**src/rtl/reg_file_sb.sv**
```systemverilog
// reg_file_sb: integer register file with hardwired x0, same-cycle write bypass,
// a second (cache-fill) write port and a per-register load-miss scoreboard.
// Ports:
//   CLK, RESETN (async active-low);
//   RADDR/RDATA/RBUSY (NRD combinational read ports, bypassed);
//   WEN/WADDR/WDATA (primary write);
//   PEND_SET/PEND_ADDR (mark load miss);
//   FILL_EN/FILL_ADDR/FILL_DATA (refill write, clears pending);
//   PEND_CNT/PEND_FULL/PEND_ERR (scoreboard status);
//   DBG_ADDR/DBG_DATA (stored state, no bypass).
module reg_file_sb #(
  parameter int XLEN    = 32,
  parameter int NREG    = 32,
  parameter int AW      = $clog2(NREG),
  parameter int NRD     = 2,
  parameter int MAXPEND = 4,
  parameter int CW      = $clog2(MAXPEND + 1)
) (
  input  logic                CLK,
  input  logic                RESETN,
  input  logic [NRD*AW-1:0]   RADDR,
  output logic [NRD*XLEN-1:0] RDATA,
  output logic [NRD-1:0]      RBUSY,
  input  logic                WEN,
  input  logic [AW-1:0]       WADDR,
  input  logic [XLEN-1:0]     WDATA,
  input  logic                PEND_SET,
  input  logic [AW-1:0]       PEND_ADDR,
  input  logic                FILL_EN,
  input  logic [AW-1:0]       FILL_ADDR,
  input  logic [XLEN-1:0]     FILL_DATA,
  output logic [CW-1:0]       PEND_CNT,
  output logic                PEND_FULL,
  output logic                PEND_ERR,
  input  logic [AW-1:0]       DBG_ADDR,
  output logic [XLEN-1:0]     DBG_DATA
);

  localparam logic [CW-1:0] MAXP = CW'(MAXPEND);

  logic [XLEN-1:0] regs_q [NREG];
  logic [NREG-1:0] pend_q, pend_d;
  logic [CW-1:0]   cnt_q, cnt_d;
  logic            err_q, err_d;

  logic fill_nz, fill_acc, fill_err;
  logic set_nz, free_first, set_ok, set_err;

  // Writes to x0 on any port are silently dropped, so every qualifier
  // below starts from a nonzero-address check.
  assign fill_nz  = FILL_EN && (FILL_ADDR != '0);
  assign fill_acc = fill_nz && pend_q[FILL_ADDR];
  assign fill_err = fill_nz && !pend_q[FILL_ADDR];

  // An accepted fill to the same register frees its slot first, so a
  // re-issued miss is accepted even if the register was pending or the
  // scoreboard was full (the net count does not change).
  assign set_nz     = PEND_SET && (PEND_ADDR != '0);
  assign free_first = fill_acc && (FILL_ADDR == PEND_ADDR);
  assign set_ok     = set_nz && (free_first || (!pend_q[PEND_ADDR] && (cnt_q < MAXP)));
  assign set_err    = set_nz && !set_ok;

  always_comb begin
    pend_d = pend_q;
    if (fill_acc) pend_d[FILL_ADDR] = 1'b0;
    // Set after clear: a new miss wins over a same-cycle fill.
    if (set_ok)   pend_d[PEND_ADDR] = 1'b1;
    cnt_d = cnt_q + CW'(set_ok) - CW'(fill_acc);
    err_d = err_q | set_err | fill_err;
  end

  always_ff @(posedge CLK or negedge RESETN) begin
    if (!RESETN) begin
      for (int r = 0; r < NREG; r++) regs_q[r] <= '0;
      pend_q <= '0;
      cnt_q  <= '0;
      err_q  <= 1'b0;
    end else begin
      if (fill_nz) regs_q[FILL_ADDR] <= FILL_DATA;
      // Later assignment wins: primary write data beats fill data.
      if (WEN && (WADDR != '0)) regs_q[WADDR] <= WDATA;
      pend_q <= pend_d;
      cnt_q  <= cnt_d;
      err_q  <= err_d;
    end
  end

  for (genvar g = 0; g < NRD; g++) begin : g_rd
    logic [AW-1:0]   addr;
    logic [XLEN-1:0] rd;
    logic            fill_hit;

    assign addr     = RADDR[g*AW +: AW];
    assign fill_hit = FILL_EN && (FILL_ADDR == addr);

    // Priority: x0, then primary write, then fill, then stored value.
    always_comb begin
      rd = regs_q[addr];
      if (fill_hit)                 rd = FILL_DATA;
      if (WEN && (WADDR == addr))   rd = WDATA;
      if (addr == '0)               rd = '0;
    end

    assign RDATA[g*XLEN +: XLEN] = rd;
    // pend_q[0] is never set, so x0 is never busy.
    assign RBUSY[g] = pend_q[addr] && !fill_hit;
  end

  assign PEND_CNT  = cnt_q;
  assign PEND_FULL = (cnt_q == MAXP);
  assign PEND_ERR  = err_q;
  assign DBG_DATA  = regs_q[DBG_ADDR];

endmodule
```
**config.mk**
```make
export PLATFORM = sky130hd
export DESIGN_NAME = reg_file_sb
export DESIGN_NICKNAME = d
export VERILOG_FILES = /design/src/rtl/reg_file_sb.sv
export SDC_FILE = /design/constraint.sdc
export NUM_CORES = 2
export LEC_CHECK = 0
export BUFFER_PORTS_ARGS = -buffer_cell sky130_fd_sc_hd__buf_2
export CORE_ASPECT_RATIO = 0.7
export CORE_UTILIZATION = 30
export DETAILED_ROUTE_END_ITERATION = 7
export PLACE_DENSITY_LB_ADDON = 0.1
export SLEW_MARGIN = 5
export SYNTH_ARGS = -nofsm -noshare
export SYNTH_HDL_FRONTEND = slang
export SYNTH_SLANG_ARGS = --single-unit
```
**constraint.sdc**
```tcl
create_clock -name CLK -period 7.9 [get_ports CLK]
set_input_delay 0.79 -clock CLK [delete_from_list [all_inputs] [get_ports CLK]]
set_output_delay 0.79 -clock CLK [all_outputs]
set_load 0.03 [all_outputs]
```
==> Word level (Yosys, flattened, before mapping) <==
Index checks and enable logic that the tools add are counted.
{ "op_classes": {"n_addsub": 2, "n_lt_le_gt_ge": 14, "n_eq_ne": 6, "n_mux": 37, "n_bitwise": 10, "reduce_logical": 30} }
{ "ops": {"columns": ["operator", "count"], "rows": [
  ["1024-bit bitwise mux", 2],
  ["1024-bit 2-to-1 mux", 2],
  ["32-bit 2-to-1 mux", 16],
  ["32-bit binary-select mux with 5-bit select", 3],
  ["32-bit demux with 5-bit select", 2],
  ["32-bit bitwise AND", 1],
  ["32-bit NOT", 1],
  ["32-bit bitwise OR", 1],
  ["6-bit >= comparator, second input constant", 5],
  ["5-bit NOT with 6-bit output", 5],
  ["5-bit equality test", 5],
  ["5-bit by 6-bit < comparator with 1-bit output, second input constant", 4],
  ["1-bit binary-select mux with 5-bit select", 4],
  ["1-bit logical AND", 19],
  ["5-bit nonzero test", 3],
  ["6-bit by 1-bit < comparator with 1-bit output, second input constant", 2],
  ["1-bit demux with 5-bit select", 2],
  ["5-bit by 1-bit >= comparator with 1-bit output, second input constant", 2],
  ["5-bit logical NOT", 2],
  ["1-bit 2-to-1 mux", 6],
  ["1-bit logical NOT", 5],
  ["3-bit by 1-bit adder with 3-bit output", 1],
  ["3-bit equality test, second input constant", 1],
  ["3-bit < comparator, second input constant", 1],
  ["3 further kinds", 4]
]} }
{ "word_totals": {"regBits": 1060, "in_bits": 99, "output_inout_bits": 103, "wordCells": 134} }

==> Depth between registers and ports, before layout <==
{ "depth": {"ltp_word": 10, "mapped_depth": 14, "depth_no_buf": 12} }

==> Worst setup path after synthesis <==
OpenSTA, ideal clock, no wires.
{ "synth_timing": {"path_type": "input to output", "start": "input port RADDR[5]", "end": "output port RDATA[50]", "arrival_ns": 3.026, "required_time_ns": 7.110, "path_slack_ns": 4.084, "stages": 10, "n_path_buf": 4, "path_cell_list": "buf_2 > buf_6 > buf_4 > xor2_1 > nor4_1 > nand3_1 > nand2_1 > clkbuf_1 > nor3_1 > nor3_1"} }
{ "synth_between": {"elab_chain_len": 7, "word_cells_on_any_way": 12} }
{ "synth_lines": {"columns": ["element", "line", "source"], "rows": [
  ["start, declared", "21", "input logic [NRD*AW-1:0] RADDR,"],
  ["5-bit NOT with 6-bit output (not written as such)", "98", "rd = regs_q[addr];"],
  ["32-bit binary-select mux with 5-bit select", "98", null],
  ["32-bit 2-to-1 mux (not written as such) (2 in series)", "98", null],
  ["32-bit 2-to-1 mux", "99", "if (fill_hit) rd = FILL_DATA;"],
  ["32-bit 2-to-1 mux", "100", "if (WEN && (WADDR == addr)) rd = WDATA;"],
  ["32-bit 2-to-1 mux *", "101", "if (addr == '0) rd = '0;"],
  ["end, declared", "22", "output logic [NRD*XLEN-1:0] RDATA,"]
]} }
Every way passes the cells marked *; elsewhere a longest branch is shown, timed or not. The select of a mux whose other input is x is not followed.

==> Final worst setup path <==
{ "layout_timing": {"start": "input port RADDR[5]", "end": "output port RDATA[49]"} }
The elaborated chain is that of the path after synthesis.

==> out/metrics.yaml <==
cts_buffer_depth: 4
synth_commonest_cells: "1118 x mux2i_1, 1060 x dfrtp_1, 871 x mux4_2, 698 x nand2_1, 583 x clkbuf_1"
skew_ps: 16.90
ys.flop_type: "dfrtp_1"
syn_avg_cell_area_um2: 11.10
leakagePower_nw: 34.97
async_flop_share_pct: 100.0
core_area_um2: 249100
cp_data_required_time_ps: 7110
rr_worst_depth: 12
clkSinkCount: 1060
synth.distinct_cells: 59
p_per_area_nw_per_um2: 262.3
vdd_drop_max_mv: 0.1612
r2r_end: "PEND_CNT[2]"
cp_data_arrival_time_ps: 5300
period_needed_ps: 6087
cts_resized: 0
reg2reg_from: "pend_q[27]"
cts_made_buffers: 143
first_iter_violations: 8276
worst_pin_slew_ps: 1459
whs_endpoint: "regs_q[1015]"
cp_common_cell: "nor3_1"
drtPass1Iterations: 8
drc: 0
hold_path_class: "flip-flop to flip-flop"
dpl.cell_count: 9626
maxCapViolations: 0
status: "completed"
grt_usage_pct: 31.03
grt_max_degree: 148
clkLatencyLatePin_ps: 820
slew_violations: 0
post-synth-top-count-cell: "mux2i_1"
end_kind: "output pin"
die-area_um2: 253400
grt-ovfl-total: 0
ant_nets: 0
crit_path_cell_trace: "buf_8, xor2_1, nor4_1, nand3_2, nand2_1, nor3_1, nor3_1, buf_2"
seq_area_frac_synth_pct: 35.18
synth.top_cell.area_share_pct: 35.18
portBuffers: 201
totalPowerFinal_mw: 21.95
setup_viol: 0
grt_pass1_wl_um: 542500
vias_per_cell: 6.230
hp-start: "regs_q[1015]"
grt_pass1_vias: 57880
dr_total_vias: 61527
synthesis.area_um2: 75400
slowest_delay_ps: 1140
worst-path-max-fanout: 51
rows: 153
layout.nets: 6542
final.setup.tns_ps: 0
dp_hpwl_um: 235700
r2r_setup_slack_ps: 4510
min_path_cells: 0
synth_edf_count: 0
nFillCells: 24527
io_pins: 202
yosysTopAreaCell: "dfrtp_1"
finalCritPeriodShare_pct: 77.05
syn-instance-count: 6791
stdcell_count: 9876
yosysWarnings: 0
cp_slowest_cell: "nand2_1"
synth_seq_cells: 1060
startpoint_type: "input pin"
start_util_pct: 30.28
root_buffer: "clkbuf_16"
die_h_um: 421.5
rsz0062_at_grt: "false"
die_x_um: 601.2
holdWs_ps: 409.2
clk_pin_slew_ps: 50
cts_tree: "built"
fmax_mhz: 164.3
criticalPathCategory: "input pin to output pin"
area_growth_pct: 10.98
post_drt_wl_per_cell_um: 40.62
slew_headroom_pct: 2.757
synth_nets: 6893
hold_violations: 0
ys_top_cells_by_area: "dfrtp_1 35%, mux4_2 26%, mux2i_1 15%"
cts_setup_buffers: 0
drt_wl_total_um: 401200
antenna_found_initial: 24
htree_levels: 4
place_congestion: 0.8792
drive_above_1_share_pct: 24.71
registers in the layout (all words and copies together) (netlist names):
| name | cells |
|---|---|
| regs_q | 1024 |
| PEND_ERR | 1 |
| PEND_CNT | 3 |
| pend_q | 32 |
layout make-up:
cell class / count / area [µm²] / share of cell area (%)
Multi-Input combinational cell: 4825 / 45540 / 54.41
Clock inverter: 24 / 234.0 / 0.2796
Clock buffer: 212 / 4263 / 5.094
Tap cell: 3332 / 4169 / 4.982
Sequential cell: 1060 / 26530 / 31.70
Timing Repair Buffer: 402 / 2888 / 3.451
Inverter: 8 / 37.54 / 0.04485
Antenna cell: 13 / 32.53 / 0.03887
power breakdown:
group	internal [mW]	switching, mW
Combinational	3.42	3.48
Clock	3.84	2.81
Sequential	6.84	1.56
Total	14.1	7.85
per-stage QoR:
step / cell area [µm²] / worst slack [ps] / utilization (%)
5_1_grt: 83660 / 1900 / 33.59
2_1_floorplan: 75400 / 4084 / -
4_1_cts: 83660 / 1946 / 33.59
3_3_place_gp: 79150 / 2133 / 31.78
3_5_place_dp: 79150 / 1950 / 31.78
6_report: 83690 / 1813 / 33.60
cell families after synthesis:
group	after synthesis	synth area share, %
AOI/OAI and AO/OA	1445	10.61
xor gates and xnor gates	27	0.3136
adders and majority gates	3	0.05973
buffers and inverters	906	5.152
DFF	1060	35.18
muxes	2039	41.60
and+or+nand+nor	1311	7.082
critical path: cells and delay by family:
| family | cells | cell delay, ps |
|---|---|---|
| AND/OR/NAND/NOR | 5 | 3370 |
| buffers and inverters | 2 | 820 |
| XOR/XNOR | 1 | 180 |
worst max-delay path by stage:
stage	end	startpoint	depth (start not counted)
after global routing	RDATA[49]	RADDR[5]	8
after global placement	RDATA[5]	RADDR[1]	10
after detailed placement	RDATA[49]	RADDR[5]	8
after CTS	RDATA[49]	RADDR[5]	8
after floorplan	RDATA[50]	RADDR[5]	10
final	RDATA[49]	RADDR[5]	8
metal layers:
layer | track usage, % | part of all wire, % | vias to the layer above
met3 | 8.085 | 9.5 | 754
met2 | 45.65 | 43 | 3544
met4 | 13.67 | 4.9 | 8
met1 | 42.88 | 42 | 32329
met5 | 0 | 0.013 | -
li1 | - | - | 24892
layout by cell type, fill, tap and decap left out, drive strengths merged, types with 50 or more instances in the layout:
cell	instances
a211oi	77
a21oi	455
buf	401
clkbuf	212
dfrtp	1060
mux2	50
mux2i	1118
mux4	871
nand2	699
nor2	448
o21ai	693
o22ai	80
what timing repair did:
item	4_1_cts	5_1_grt
endpoints found under the hold margin	1	0
hold buffers	1	0
setup endpoints to repair	0	0
Power figures use the tool's default switching activity.
